**config.mk**
```make
export PLATFORM = sky130hd
export DESIGN_NAME = fios_res_collector_flat
export DESIGN_NICKNAME = d
export VERILOG_FILES = /design/src/rtl/fios_res_collector_if.sv /design/src/rtl/fios_res_collector.sv /design/src/flat_wrapper.sv
export SDC_FILE = /design/constraint.sdc
export NUM_CORES = 1
export LEC_CHECK = 0
export ABC_AREA = 1
export ABC_CLOCK_PERIOD_IN_PS = 6800
export BUFFER_PORTS_ARGS = -buffer_cell sky130_fd_sc_hd__buf_4
export CAP_MARGIN = 10
export CORE_MARGIN = 2
export CORE_UTILIZATION = 55
export DETAILED_ROUTE_END_ITERATION = 6
export GPL_ROUTABILITY_DRIVEN = 0
export PLACE_DENSITY = 0.73
export SYNTH_ARGS = -nofsm -noshare
export SYNTH_HDL_FRONTEND = slang
export SYNTH_SLANG_ARGS = --single-unit
```
**constraint.sdc**
```tcl
create_clock -name clock_i -period 6.8 [get_ports clock_i]
set_input_delay 1.36 -clock clock_i [delete_from_list [all_inputs] [get_ports clock_i]]
set_output_delay 1.36 -clock clock_i [all_outputs]
set_load 0.02 [all_outputs]
```
**src/rtl/fios_res_collector_if.sv**
```systemverilog
// Result-word stream bundle for the FIOS collector: word input from the
// multiplier and the valid/ready replay toward the consumer.
interface fios_res_collector_if #(
    parameter int W = 17
);
    logic [W-1:0] res_i;
    logic         res_valid_i;
    logic [W-1:0] res_o;
    logic         res_valid_o;
    logic         res_ready_i;
    logic         res_last_o;

    modport master (
        input  res_i, res_valid_i, res_ready_i,
        output res_o, res_valid_o, res_last_o
    );

    modport slave (
        output res_i, res_valid_i, res_ready_i,
        input  res_o, res_valid_o, res_last_o
    );
endinterface

```
**src/rtl/fios_res_collector.sv**
```systemverilog
// Captures the serial Montgomery result, computes T - p on the fly and
// replays the reduced value (T or T - p) over a valid/ready stream.
module fios_res_collector #(
    parameter int S = 8,
    parameter int W = 17
) (
    input  logic                   clock_i,
    input  logic                   reset_n_i,
    input  logic                   start_i,
    input  logic [S*W-1:0]         p_i,
    fios_res_collector_if.master   res,
    output logic                   busy_o,
    output logic                   overflow_o
);
    localparam int KW = (S > 1) ? $clog2(S) : 1;
    localparam logic [KW-1:0] K_LAST = KW'(S - 1);

    typedef enum logic [1:0] {IDLE, COLLECT, OUTPUT} state_t;

    state_t        state_q, state_d;
    logic [KW-1:0] k_q;
    logic [KW-1:0] k_nxt;
    logic          borrow_q;
    logic          sel_d_q;

    logic [W-1:0]  t_mem [S];
    logic [W-1:0]  d_mem [S];

    logic [W-1:0]  p_word;
    logic [W-1:0]  diff;
    logic          b_out;
    logic [W-1:0]  w0_t, w0_d;
    logic          col_fire, out_fire;

    assign p_word = p_i[k_q*W +: W];
    assign {b_out, diff} = {1'b0, res.res_i} - {1'b0, p_word} - {{W{1'b0}}, borrow_q};

    assign col_fire = (state_q == COLLECT) && res.res_valid_i && !start_i;
    assign out_fire = (state_q == OUTPUT) && res.res_valid_o && res.res_ready_i;
    assign k_nxt    = k_q + 1'b1;

    // With a single word, word 0 is the one arriving right now, not yet stored.
    assign w0_t = (S == 1) ? res.res_i : t_mem[0];
    assign w0_d = (S == 1) ? diff      : d_mem[0];

    assign busy_o = (state_q != IDLE);

    always_ff @(posedge clock_i or negedge reset_n_i) begin
        if (!reset_n_i) state_q <= IDLE;
        else            state_q <= state_d;
    end

    always_comb begin
        state_d = state_q;
        if (start_i) begin
            state_d = COLLECT;
        end else begin
            case (state_q)
                COLLECT: if (col_fire && k_q == K_LAST) state_d = OUTPUT;
                OUTPUT:  if (out_fire && k_q == K_LAST) state_d = IDLE;
                default: state_d = state_q;
            endcase
        end
    end

    // Word storage carries no reset; only control state is cleared.
    always_ff @(posedge clock_i) begin
        if (col_fire) begin
            t_mem[k_q] <= res.res_i;
            d_mem[k_q] <= diff;
        end
    end

    always_ff @(posedge clock_i or negedge reset_n_i) begin
        if (!reset_n_i) begin
            k_q             <= '0;
            borrow_q        <= 1'b0;
            sel_d_q         <= 1'b0;
            res.res_o       <= '0;
            res.res_valid_o <= 1'b0;
            res.res_last_o  <= 1'b0;
            overflow_o      <= 1'b0;
        end else if (start_i) begin
            k_q             <= '0;
            borrow_q        <= 1'b0;
            sel_d_q         <= 1'b0;
            res.res_o       <= '0;
            res.res_valid_o <= 1'b0;
            res.res_last_o  <= 1'b0;
            overflow_o      <= 1'b0;
        end else begin
            // No backpressure to the multiplier: words outside COLLECT are lost.
            if (res.res_valid_i && state_q != COLLECT) overflow_o <= 1'b1;
            case (state_q)
                COLLECT: begin
                    if (col_fire) begin
                        borrow_q <= b_out;
                        if (k_q == K_LAST) begin
                            k_q             <= '0;
                            sel_d_q         <= ~b_out;
                            res.res_o       <= b_out ? w0_t : w0_d;
                            res.res_valid_o <= 1'b1;
                            res.res_last_o  <= (S == 1);
                        end else begin
                            k_q <= k_nxt;
                        end
                    end
                end
                OUTPUT: begin
                    if (out_fire) begin
                        if (k_q == K_LAST) begin
                            k_q             <= '0;
                            res.res_o       <= '0;
                            res.res_valid_o <= 1'b0;
                            res.res_last_o  <= 1'b0;
                        end else begin
                            k_q            <= k_nxt;
                            res.res_o      <= sel_d_q ? d_mem[k_nxt] : t_mem[k_nxt];
                            res.res_last_o <= (k_nxt == K_LAST);
                        end
                    end
                end
                default: ;
            endcase
        end
    end
endmodule
```
**src/flat_wrapper.sv**
```systemverilog
// flat-port wrapper written by rule: the top's interface ports become plain ports
module fios_res_collector_flat 
#(
    parameter int S = 8,
    parameter int W = 17
)
  (clock_i, reset_n_i, start_i, p_i, busy_o, overflow_o, res_res_i, res_res_valid_i, res_res_ready_i, res_res_o, res_res_valid_o, res_res_last_o);
  fios_res_collector_if #(.W(W)) res_i ();
  input  logic clock_i;
  input  logic reset_n_i;
  input  logic start_i;
  input  logic [S*W-1:0] p_i;
  output logic busy_o;
  output logic overflow_o;
  input wire logic [$bits(res_i.res_i)-1:0] res_res_i;
  input wire logic [$bits(res_i.res_valid_i)-1:0] res_res_valid_i;
  input wire logic [$bits(res_i.res_ready_i)-1:0] res_res_ready_i;
  output wire logic [$bits(res_i.res_o)-1:0] res_res_o;
  output wire logic [$bits(res_i.res_valid_o)-1:0] res_res_valid_o;
  output wire logic [$bits(res_i.res_last_o)-1:0] res_res_last_o;
  assign res_i.res_i = res_res_i;
  assign res_i.res_valid_i = res_res_valid_i;
  assign res_i.res_ready_i = res_res_ready_i;
  assign res_res_o = res_i.res_o;
  assign res_res_valid_o = res_i.res_valid_o;
  assign res_res_last_o = res_i.res_last_o;
  fios_res_collector #(.S(S), .W(W)) u_core (.clock_i(clock_i), .reset_n_i(reset_n_i), .start_i(start_i), .p_i(p_i), .res(res_i), .busy_o(busy_o), .overflow_o(overflow_o));
endmodule
```
======== After elaboration in Yosys (flattened, before gate mapping) ========
Memories as Yosys holds them, arrays and structs flattened.
Index checks and enable logic that the tools add are counted.
word-level totals
  register bits ........................... 27
  memory bits (writable) .................. 272
  output and inout port bits .............. 21
  logic and storage cells ................. 86
  memories kept ........................... 2
cells by class
  add/sub/neg operators ................... 3
  multiply operators ...................... 1
  equality and inequality tests ........... 11
  shift operators ......................... 1
  multiplexer cells ....................... 39
  bitwise operators ....................... 1
  reduce and logical (&&, ||, !) cells .... 20
memory list
  memory        words  bits a word  read ports  clocked after memory_dff  wr ports  RTL line                  text
  u_core.d_mem  8      17           2           0                         1         fios_res_collector.sv:27  logic [W-1:0] d_mem [S];
  u_core.t_mem  8      17           2           0                         1         fios_res_collector.sv:26  logic [W-1:0] t_mem [S];
operator list
  kind                 count
  $shiftx 136x9->17    1
  $mux 17              7
  $pmux 17 s2          1
  $mux 1               20
  $sub 17x17->18       1
  $sub 18x1->18        1
  $mux 3               4
  $ne 3x3->1 const B   4
  $reduce_bool 2->1    5
  $reduce_and 3->1     3
  $mul 3x5->8 const B  1
  $logic_and 1x1->1    7
  $eq 3x3->1 const B   2
  $mux 2               3
  $ne 3x2->1 const B   2
  $pmux 3 s2           1
  $reduce_and 5->1     1
  $pmux 1 s2           2
  $pmux 2 s2           1
  $reduce_and 4->1     1
  $add 3x1->3 const B  1
  $reduce_bool 3->1    1
  $eq 2x1->1 const B   1
  $eq 2x2->1 const B   1
  4 further kinds      4

======== Depth between registers and ports, before layout ========
Gate-level depths: netlist of run 1.
  word-level depth ........................ 9
  depth in mapped cells ................... 26
  mapped depth without buffers ............ 23

======== Worst setup path before layout of run 1 ========
Ideal clock, no wire load.
  path kind ............................... input -> register
  start ................................... in p_i[119]
  end ..................................... mem u_core.d_mem[0][14], data pin
  setup time .............................. 0.284 ns
  arrival ................................. 4.187 ns
  data required time ...................... 6.516 ns
  slack ................................... 2.330 ns
  cell stages on the path ................. 20
  path buffers ............................ 1
  cells stage by stage .................... a22o_1 > a21oi_1 > nand4_1 > inv_1 > fa_1 > ha_1 > or2_0 > buf_2 > fa_1 > o21ai_0 > nand2_1 > nand2_1 > nand2_1 > nand3_1 > nand2_1 > a21o_1 > nand2_1 > nand2_1 > nand2_1 > nand2_1
between the ends
  longest elaborated chain between the ends .. 3
RTL lines
  item                 RTL line                  text
  start, declared      flat_wrapper.sv:12        input logic [S*W-1:0] p_i;
  $shiftx 136x9->17    fios_res_collector.sv:35  assign p_word = p_i[k_q*W +: W];
  $sub 17x17->18       fios_res_collector.sv:36  assign {b_out, diff} = {1'b0, res.res_i} - {1'b0, p_word} - {{W{1'b0}}, borrow_q};
  $sub 18x1->18        fios_res_collector.sv:36
  via u_core.diff[14]  fios_res_collector.sv:30  logic [W-1:0] diff;
  end, declared        fios_res_collector.sv:27
The timed path passes the listed nets, and every way through them passes these cells.

======== Worst setup path after layout of run 1 ========
  start ................................... reg u_core.k_q[0]
  end ..................................... mem u_core.d_mem[6][16], data pin
between the ends
  longest elaborated chain between the ends .. 4
RTL lines
  item                    RTL line                   text
  start, declared         fios_res_collector.sv:21   logic [KW-1:0] k_q;
  start signal, assigned  fios_res_collector.sv:105  k_q <= k_nxt;
  start signal, assigned  fios_res_collector.sv:117  k_q <= k_nxt;
  $mul 3x5->8             fios_res_collector.sv:35
  $shiftx 136x9->17       fios_res_collector.sv:35
  $sub 17x17->18          fios_res_collector.sv:36
  $sub 18x1->18           fios_res_collector.sv:36
  via u_core.diff[16]     fios_res_collector.sv:30
The timed path passes the listed nets, and every way through them passes these cells.

==> results_dict.tcl, run 1 <==
set metrics [dict create \
    status "finished, final reports clean" \
    cts_root_buf "clkbuf_16" \
    initial_core_util 0.556 \
    cts_buffer_depth 3 \
    peakVddDrop_uv 266 \
    register_area_um2 8850 \
    ys_ff_latch 299 \
    die_w_um 166 \
    endpoint "u_core.d_mem[6][16]" \
    fin_skew_ns 0.0189 \
    gr-total-overflow 0 \
    worstReg2RegEnd "u_core.d_mem[6][16]" \
    synth_cell_types 47 \
    io_pins 179 \
    slowest_stage "dfrtp_4" \
    worst_ep_required_time_ns 7.06 \
    fmax_mhz 182 \
    startpoint "u_core.k_q[0]" \
    setup_viol 0 \
    clock_latency_ns 0.55 \
    worstMarginPinSlew_ns 1.02 \
    rr_worst_depth 20 \
    cts_resized 0 \
    place_hpwl_um 27100 \
    r2r_slack_ns 1.32 \
    antenna_left 0 \
    power_leakage_nw 6.54 \
    seq_area_frac_synth 0.614 \
    critPathArrivalTime_ns 5.75 \
    coreArea_um2 25900 \
    clk_pin_slew_ns 0.06 \
    htree_levels 1 \
    critPathLaunchType "flip-flop" \
    detail_route.wl_per_cell_um 22.7 \
    cts_tree "yes" \
    max_cap_violations 0 \
    critPathMaxStageDelay_ns 1.03 \
    dr_wl_met3_um 3770 \
    post-cts-setup-buffers 0 \
    syn_inst 1335 \
    finalHoldViolations 0 \
    fill_cells 2040 \
    wirelength_met1_um 15700 \
    grt_pass1_vias 11000 \
    routed_wl_um 42000 \
    area_growth_pct 17.5 \
    drtPass1Iterations 6 \
    grt.total_usage 0.303 \
    hold_class "reg -> reg" \
    highest_layer "met4" \
    drc_errors 0 \
    drive_gt1_frac 0.212 \
    multi_input_area_um2 4750 \
    crit_fanout 88 \
    syn-num-nets 1530 \
    vias 11100 \
    rows 59 \
    min_period_ns 5.48 \
    wl_met2_um 20600 \
    hold_buffers 0 \
    avgSynthCellArea_um2 10.8 \
    crit_type "reg -> reg" \
    crit_top_cell "nand2_1" \
    grt_start_max_net_pins 89 \
    insertedDiodeCount 0 \
    antenna_found_initial 0 \
    io_buffers 178 \
    netlist_area_um2 14400 \
    drtIter0Drc 1175 \
    cts.sinks 299 \
    yosysWarnings 0 \
    power_density_nw_per_um2 372 \
    via_per_inst 6.00 \
    post-place-ws_ns 1.45 \
    setup-tns-final_ns 0 \
    finalPower_mw 6.29 \
    grt_pass1_wl_um 63600 \
    max_slew_margin 0.318 \
    fin_ws_ns 1.32 \
    rsz0062_at_grt "false" \
    drv_slew 0 \
    finalCritPeriodShare 0.806 \
    fin_nets 1685 \
    die_area_um2 27500 \
    cts_buffers 29 \
    cp-end-kind "flip-flop" \
    path_cells "inv_4 > nand3_2 > inv_2 > a22o_1 > a21oi_1 > nand4_1 > inv_1 > fa_1 > ha_1 > or2_0 > fa_1 > o21ai_0 > nand2_1 > nand2_1 > nand2_1 > nand3_1 > nand2_1 > nand3_1 > nand2_1 > xor2_1" \
    die_h_um 166 \
    reg2reg_from "u_core.k_q[0]" \
]
Yosys cell counts (all sizes together):
master  number  area share
and2         1     0.00061
nor2       164       0.044
a22oi       19      0.0099
a31oi       17      0.0074
clkbuf      28      0.0073
dfrtp       27       0.047
a221oi      15       0.010
nand2      199       0.056
nor3         7      0.0050
buf         46       0.022
nand4       15      0.0065
or2          2     0.00087
ha          35       0.030
o211ai      20       0.010
inv        120       0.031
o22ai       52       0.023
xor2        12      0.0073
a22o        14      0.0085
edfxtp     272        0.57
clkinv       2     0.00052
fa           2      0.0028
a21o         1     0.00052
a21oi       34       0.015
o21ai      149       0.052
xnor2        3      0.0018
o31ai        1     0.00052
nand3       76       0.031
or4          1     0.00052
nand3b       1     0.00078
metal layers:
metal  up-vias  GRT usage
li1       5068          -
met1      5343      0.383
met2       576      0.513
met3        89     0.0522
met4         0      0.140
met5         -          0
layout make-up:
class | count | share of cell area
Clock inverter | 14 | 0.00910
Sequential cell | 299 | 0.523
Tap cell | 335 | 0.0248
Inverter | 122 | 0.0272
Timing Repair Buffer | 198 | 0.0879
Multi-Input combinational cell | 840 | 0.281
Clock buffer | 39 | 0.0475
how the worst min path moves through the flow:
| stage | start | endpoint | slack (ns) | cells past startpoint |
|---|---|---|---|---|
| 6_report | u_core.overflow_o | u_core.overflow_o | 0.49 | 2 |
| 5_1_grt | u_core.overflow_o | u_core.overflow_o | 0.52 | 2 |
| 4_1_cts | u_core.overflow_o | u_core.overflow_o | 0.50 | 2 |
| 3_5_place_dp | u_core.overflow_o | u_core.overflow_o | 0.49 | 2 |
| 3_3_place_gp | u_core.overflow_o | u_core.overflow_o | 0.48 | 2 |
| 2_1_floorplan | u_core.borrow_q | u_core.borrow_q | 0.48 | 2 |
cells by family after synthesis:
| group | count (synthesis) | synth area share |
|---|---|---|
| fa+ha+maj | 37 | 0.0332 |
| compound gates | 322 | 0.137 |
| xor+xnor | 15 | 0.00912 |
| flops | 299 | 0.614 |
| buf+inv | 196 | 0.0612 |
| simple gates | 466 | 0.145 |
metrics by stage:
stage / instance area (um2) / utilization / hold WS, ns / cells
detailed placement: 16000 / 0.616 / 0.486 / 1794
CTS: 16900 / 0.653 / 0.499 / 1847
global placement: 16000 / 0.616 / 0.483 / 1794
floorplan: 14400 / - / 0.478 / 1335
global route: 16900 / 0.653 / 0.515 / 1847
finish: 16900 / 0.653 / 0.493 / 1847
flip-flops by register name, summed over array words and instances, names as in the netlist, 2 cells and up:
name and flops:
u_core.d_mem 136, u_core.t_mem 136, u_core.res.res_o 17, u_core.k_q 3, u_core.state_q 2
placed cells by master (no fill, tap or decap), drive strengths merged:
cell,instances
edfxtp,272
nand2,199
buf,198
nor2,164
o21ai,149
inv,120
nand3,76
o22ai,52
clkbuf,39
ha,35
a21oi,34
dfrtp,27
o211ai,20
a22oi,19
a31oi,17
nand4,15
a221oi,15
a22o,14
xor2,12
clkinv,12
nor3,7
xnor2,3
bufinv,3
fa,2
or2,2
or4,1
o31ai,1
a21o,1
and2,1
nand3b,1
clkinvlp,1
critical path, delay by kind of cell (launching register included):
family	cells	cell delay (ns)
XOR/XNOR	1	0.42
adder cells (fa/ha/maj)	3	1.13
AND/OR/NAND/NOR	10	1.37
flip-flops	1	1.03
AO/OA/AOI/OAI	3	0.50
buffers and inverters	3	0.67
report_power, final:
group | total, mW | leakage [nW] | switching (mW) | internal, mW
sequential | 2.55 | 2.78 | 0.0838 | 2.46
clock | 1.60 | 0.473 | 0.663 | 0.941
combinational | 2.14 | 3.29 | 1.48 | 0.661
(Power assumes the default switching activity.)
==> inputs of run 2 (changes only) <==
--- a/config.mk
+++ b/config.mk
@@ -6,7 +6,7 @@
 export NUM_CORES = 1
 export LEC_CHECK = 0
 export ABC_AREA = 1
-export ABC_CLOCK_PERIOD_IN_PS = 6800
+export ABC_CLOCK_PERIOD_IN_PS = 5400
 export BUFFER_PORTS_ARGS = -buffer_cell sky130_fd_sc_hd__buf_4
 export CAP_MARGIN = 10
 export CORE_MARGIN = 2
==> constraint.sdc (replaced) <==
create_clock -name clock_i -period 5.4 [get_ports clock_i]
set_input_delay 1.08 -clock clock_i [delete_from_list [all_inputs] [get_ports clock_i]]
set_output_delay 1.08 -clock clock_i [all_outputs]
set_load 0.02 [all_outputs]
==> run 2 against run 1 <==
Effect of this change: fmax increased by 17%; sequential power increased by 25%; critical path type unchanged; cell area increased by 0.58%; clock power increased by 32%; sequential cell count unchanged; sequential share of layout area decreased by 0.30 points; via count increased by 0.41%; largest cell class unchanged; combinational power increased by 29%; core utilization increased by 0.38 points; clock-buffer cell count decreased by 8; the flow now finishes with violations (DRC).
==> results_dict.tcl, run 2 (synthesis gave the netlist of run 1 again) <==
set metrics [dict create \
    cts_buffers 29 \
    status "complete, but fails checks" \
    peakVddDrop_uv 352 \
    finalCritPeriodShare 0.868 \
    layout_commonest_cell "edfxtp_1" \
    crit_type "reg -> reg" \
    dr_wl_met3_um 3860 \
    drv_slew 0 \
    wl_met2_um 20500 \
    grt_pass1_vias 11000 \
    final_cell_mix "edfxtp_1 (272), buf_4 (202), nand2_1 (180)" \
    highest_layer "met4" \
    drive_gt1_frac 0.218 \
    cts.sinks 299 \
    routed_wl_um 42300 \
    setup_viol 0 \
    power_density_nw_per_um2 473 \
    drtPass1Iterations 7 \
    setup-tns-final_ns 0 \
    io_pins 179 \
    grt_start_max_net_pins 80 \
    htree_levels 1 \
    insertedDiodeCount 0 \
    grt_pass1_wl_um 63800 \
    die_area_um2 27500 \
    die_h_um 166 \
    wirelength_met1_um 15900 \
    max_slew_margin 0.295 \
    worstMarginPinSlew_ns 1.05 \
    fin_skew_ns 0.0125 \
    violations "DRC" \
    io_buffers 178 \
    cts_resized 0 \
    placed_area_um2 16000 \
    clock_latency_ns 0.55 \
    critPathLaunchType "flip-flop" \
    rows 59 \
    final_area_um2 17000 \
    fmax_mhz 213 \
    cts_root_buf "clkbuf_16" \
    hold_class "in -> async" \
    initial_core_util 0.556 \
    critPathArrivalTime_ns 4.96 \
    cts_tree "yes" \
    power_leakage_nw 6.60 \
    finalHoldViolations 0 \
    detail_route.wl_per_cell_um 22.8 \
    coreArea_um2 25900 \
    rsz0062_at_grt "false" \
    grt.total_usage 0.304 \
    antenna_found_initial 0 \
    gr-total-overflow 0 \
    min_period_ns 4.69 \
    reg_top3 "u_core.d_mem (136), u_core.t_mem (136), u_core.res.res_o (17)" \
    cp-end-kind "flip-flop" \
    via_per_inst 6.00 \
    place_hpwl_um 27200 \
    post-cts-setup-buffers 0 \
    clk_pin_slew_ns 0.07 \
    drtIter0Drc 1279 \
    vias 11100 \
    area_growth_pct 18.1 \
    drc_errors 2 \
    cts_buffer_depth 3 \
    crit_fanout 8 \
    fin_nets 1690 \
    max_cap_violations 0 \
    antenna_left 0 \
    hold_buffers 0 \
    worst_ep_required_time_ns 5.67 \
    die_w_um 166 \
]
==> run 2: changes by cell type in the layout (fill, tap and decap cells not counted), sizes merged <==
cell and change:
bufinv +2, buf +5, inv +4, clkbuf -8, clkinvlp +1, clkinv +2
==> run 2: final cells by class <==
| cell class | instances | area, um2 |
|---|---|---|
| Fill cell | 1960 | 8900 |
| Sequential cell | 299 | 8850 |
| Multi-Input combinational cell | 840 | 4750 |
| Timing Repair Buffer | 203 | 1540 |
| Clock buffer | 31 | 743 |
| Inverter | 122 | 460 |
| Tap cell | 335 | 419 |
| Clock inverter | 23 | 262 |
==> run 2: where the power goes <==
part,switching [mW],leakage [nW],internal [mW]
sequential,0.0819,2.78,3.10
clock,0.876,0.497,1.24
combinational,1.91,3.32,0.842
==> run 2: per-layer routing <==
metal | vias up | track usage
met5 | - | 0
met4 | 0 | 0.132
met3 | 100 | 0.0453
met2 | 653 | 0.516
met1 | 5295 | 0.392
li1 | 5073 | -
==> run 2: through the flow <==
stage | utilization | instances | setup WS [ns] | hold slack (ns) | total power [mW]
floorplan | - | 1335 | 1.21 | 0.478 | 5.07
global placement | 0.618 | 1799 | 0.589 | 0.487 | 5.86
detailed placement | 0.618 | 1799 | 0.546 | 0.486 | 5.93
CTS | 0.657 | 1853 | 0.800 | 0.470 | 8.04
global route | 0.657 | 1853 | 0.488 | 0.490 | 8.43
finish | 0.657 | 1853 | 0.713 | 0.480 | 8.05
==> run 2: final timing paths <==
kind | from | endpoint | slack [ns] | cells after the start
worst min register to register | u_core.overflow_o | u_core.overflow_o | 0.50 | 2
min in group clock_i | u_core.overflow_o | u_core.overflow_o | 0.50 | 2
worst max-delay path | u_core.k_q[2] | u_core.d_mem[4][16] | 0.71 | 19
max in group asynchronous | reset_n_i | u_core.k_q[0] | 4.55 | 1
worst min-delay path | reset_n_i | u_core.res.res_o[12] | 0.48 | 1
worst max register to register | u_core.k_q[2] | u_core.d_mem[4][16] | 0.71 | 19
==> run 2: critical path, stage by stage, from the launching register on <==
cell	delay, ns
dfrtp_1	0.58
inv_2	0.12
nand3_1	0.25
nor2_1	0.07
a221oi_1	0.28
nand4_1	0.21
inv_1	0.12
fa_1	0.43
ha_1	0.19
or2_0	0.35
fa_1	0.51
o21ai_0	0.17
nand2_1	0.11
nand2_1	0.07
nand2_1	0.09
nand3_1	0.08
nand2_1	0.15
nand3_1	0.11
nand2_1	0.06
xor2_1	0.46
==> inputs of run 3 (changes only) <==
--- a/config.mk
+++ b/config.mk
@@ -13,6 +13,7 @@
 export CORE_UTILIZATION = 55
 export DETAILED_ROUTE_END_ITERATION = 6
 export GPL_ROUTABILITY_DRIVEN = 0
+export MAX_ROUTING_LAYER = met4
 export PLACE_DENSITY = 0.73
 export SYNTH_ARGS = -nofsm -noshare
 export SYNTH_HDL_FRONTEND = slang
==> run 3 against run 2 <==
Effect of this change: the flow now finishes without violations; final cell count is the same; clock skew about the same; first-iteration DRC count shrank 3.0%; combinational power barely moved; wire length about the same; global-route usage up 0.96 points; hold slack got worse by 0.0012 ns; critical endpoint unchanged.
==> results_dict.tcl, run 3 (synthesis gave the netlist of run 1 again) <==
set metrics [dict create \
    status "finished, final reports clean" \
    insertedDiodeCount 0 \
    power_density_nw_per_um2 474 \
    setup-tns-final_ns 0 \
    place_hpwl_um 27200 \
    critical-path-top-delay-family "simple AND/OR/NAND/NOR gates" \
    worst_ep_required_time_ns 5.68 \
    grt_pass1_wl_um 63800 \
    die_area_um2 27500 \
    die_h_um 166 \
    power_leakage_nw 6.60 \
    vias 11100 \
    critPathMaxStageDelay_ns 0.57 \
    max_slew_margin 0.301 \
    coreArea_um2 25900 \
    clock_latency_ns 0.55 \
    fill_cells 1960 \
    rr_worst_depth 19 \
    htree_levels 1 \
    layout_commonest_cell "edfxtp_1" \
    crit_buf_inv 2 \
    reg_top3 "u_core.d_mem (136), u_core.t_mem (136), u_core.res.res_o (17)" \
    final_area_um2 17000 \
    critPathLaunchType "flip-flop" \
    post-cts-setup-buffers 0 \
    cts_buffer_depth 3 \
    io_buffers 178 \
    cts_tree "yes" \
    rsz0062_at_grt "false" \
    fin_skew_ns 0.0120 \
    drc_errors 0 \
    finalPower_mw 8.06 \
    cts_buffers 29 \
    max_cap_violations 0 \
    crit_fanout 8 \
    crit_top_cell "nand2_1" \
    finalHoldViolations 0 \
    register_area_um2 8850 \
    worstReg2RegEnd "u_core.d_mem[4][16]" \
    path_cells "inv_2 > nand3_1 > nor2_1 > a221oi_1 > nand4_1 > inv_1 > fa_1 > ha_1 > or2_0 > fa_1 > o21ai_0 > nand2_1 > nand2_1 > nand2_1 > nand3_1 > nand2_1 > nand3_1 > nand2_1 > xor2_1" \
    grt_pass1_vias 11000 \
    routed_wl_um 42200 \
    placed_area_um2 16000 \
    grt_start_max_net_pins 80 \
    cp-end-kind "flip-flop" \
    finalCritPeriodShare 0.859 \
    min_period_ns 4.64 \
    reg2reg_from "u_core.k_q[2]" \
    via_per_inst 6.01 \
    drive_gt1_frac 0.218 \
    crit_cells 19 \
    final_cell_mix "edfxtp_1 (272), buf_4 (202), nand2_1 (180)" \
    worstMarginPinSlew_ns 1.05 \
    utilization 0.657 \
    drtPass1Iterations 6 \
    crit_type "reg -> reg" \
    startpoint "u_core.k_q[2]" \
    clk_pin_slew_ns 0.07 \
    cts.sinks 299 \
    fmax_mhz 216 \
    r2r_slack_ns 0.76 \
    gr-total-overflow 0 \
    endpoint "u_core.d_mem[4][16]" \
    hold_buffers 0 \
    io_pins 179 \
    peakVddDrop_uv 353 \
    die_w_um 166 \
    drtIter0Drc 1240 \
    multi_input_area_um2 4750 \
    drv_slew 0 \
    setup_viol 0 \
    slowest_stage "dfrtp_1" \
    area_growth_pct 18.1 \
    antenna_left 0 \
    cts_resized 0 \
    antenna_found_initial 0 \
    grt.total_usage 0.313 \
    detail_route.wl_per_cell_um 22.8 \
    rows 59 \
    critPathArrivalTime_ns 4.92 \
    fin_nets 1690 \
    cts_root_buf "clkbuf_16" \
    initial_core_util 0.556 \
    hold_class "in -> async" \
]
-- run 3: power breakdown --
group	switching (mW)	internal (mW)
Sequential	0.0819	3.10
Combinational	1.91	0.843
Clock	0.878	1.24
Total	2.87	5.19
-- run 3: through the flow --
stage	worst slack, ns	instances	hold slack (ns)
after floorplan	1.21	1335	0.478
after global placement	0.589	1799	0.487
after detailed placement	0.546	1799	0.486
after CTS	0.800	1853	0.470
after global routing	0.475	1853	0.492
final	0.761	1853	0.479
-- run 3: cell type report --
cell class	instances	share of cell area
Sequential cell	299	0.520
Multi-Input combinational cell	840	0.279
Timing Repair Buffer	203	0.0903
Clock buffer	31	0.0437
Inverter	122	0.0271
Tap cell	335	0.0246
Clock inverter	23	0.0154
-- run 3: worst min path at each step --
| stage | from | to | slack (ns) | cells after the start |
|---|---|---|---|---|
| floorplan | u_core.borrow_q | u_core.borrow_q | 0.48 | 2 |
| global placement | u_core.res.res_last_o | u_core.res.res_last_o | 0.49 | 2 |
| detailed placement | u_core.res.res_last_o | u_core.res.res_last_o | 0.49 | 2 |
| CTS | reset_n_i | u_core.res.res_o[11] | 0.47 | 1 |
| global route | reset_n_i | u_core.res.res_o[9] | 0.49 | 1 |
| finish | reset_n_i | u_core.res.res_o[12] | 0.48 | 1 |
-- run 3: per-layer routing --
metal  routed length (um)  vias up  GRT usage
li1                     -     5071          -
met1                16300     5316      0.395
met2                20500      636      0.516
met3                 3470      108     0.0417
met4                 2000        0      0.133
met5                    0        -          -
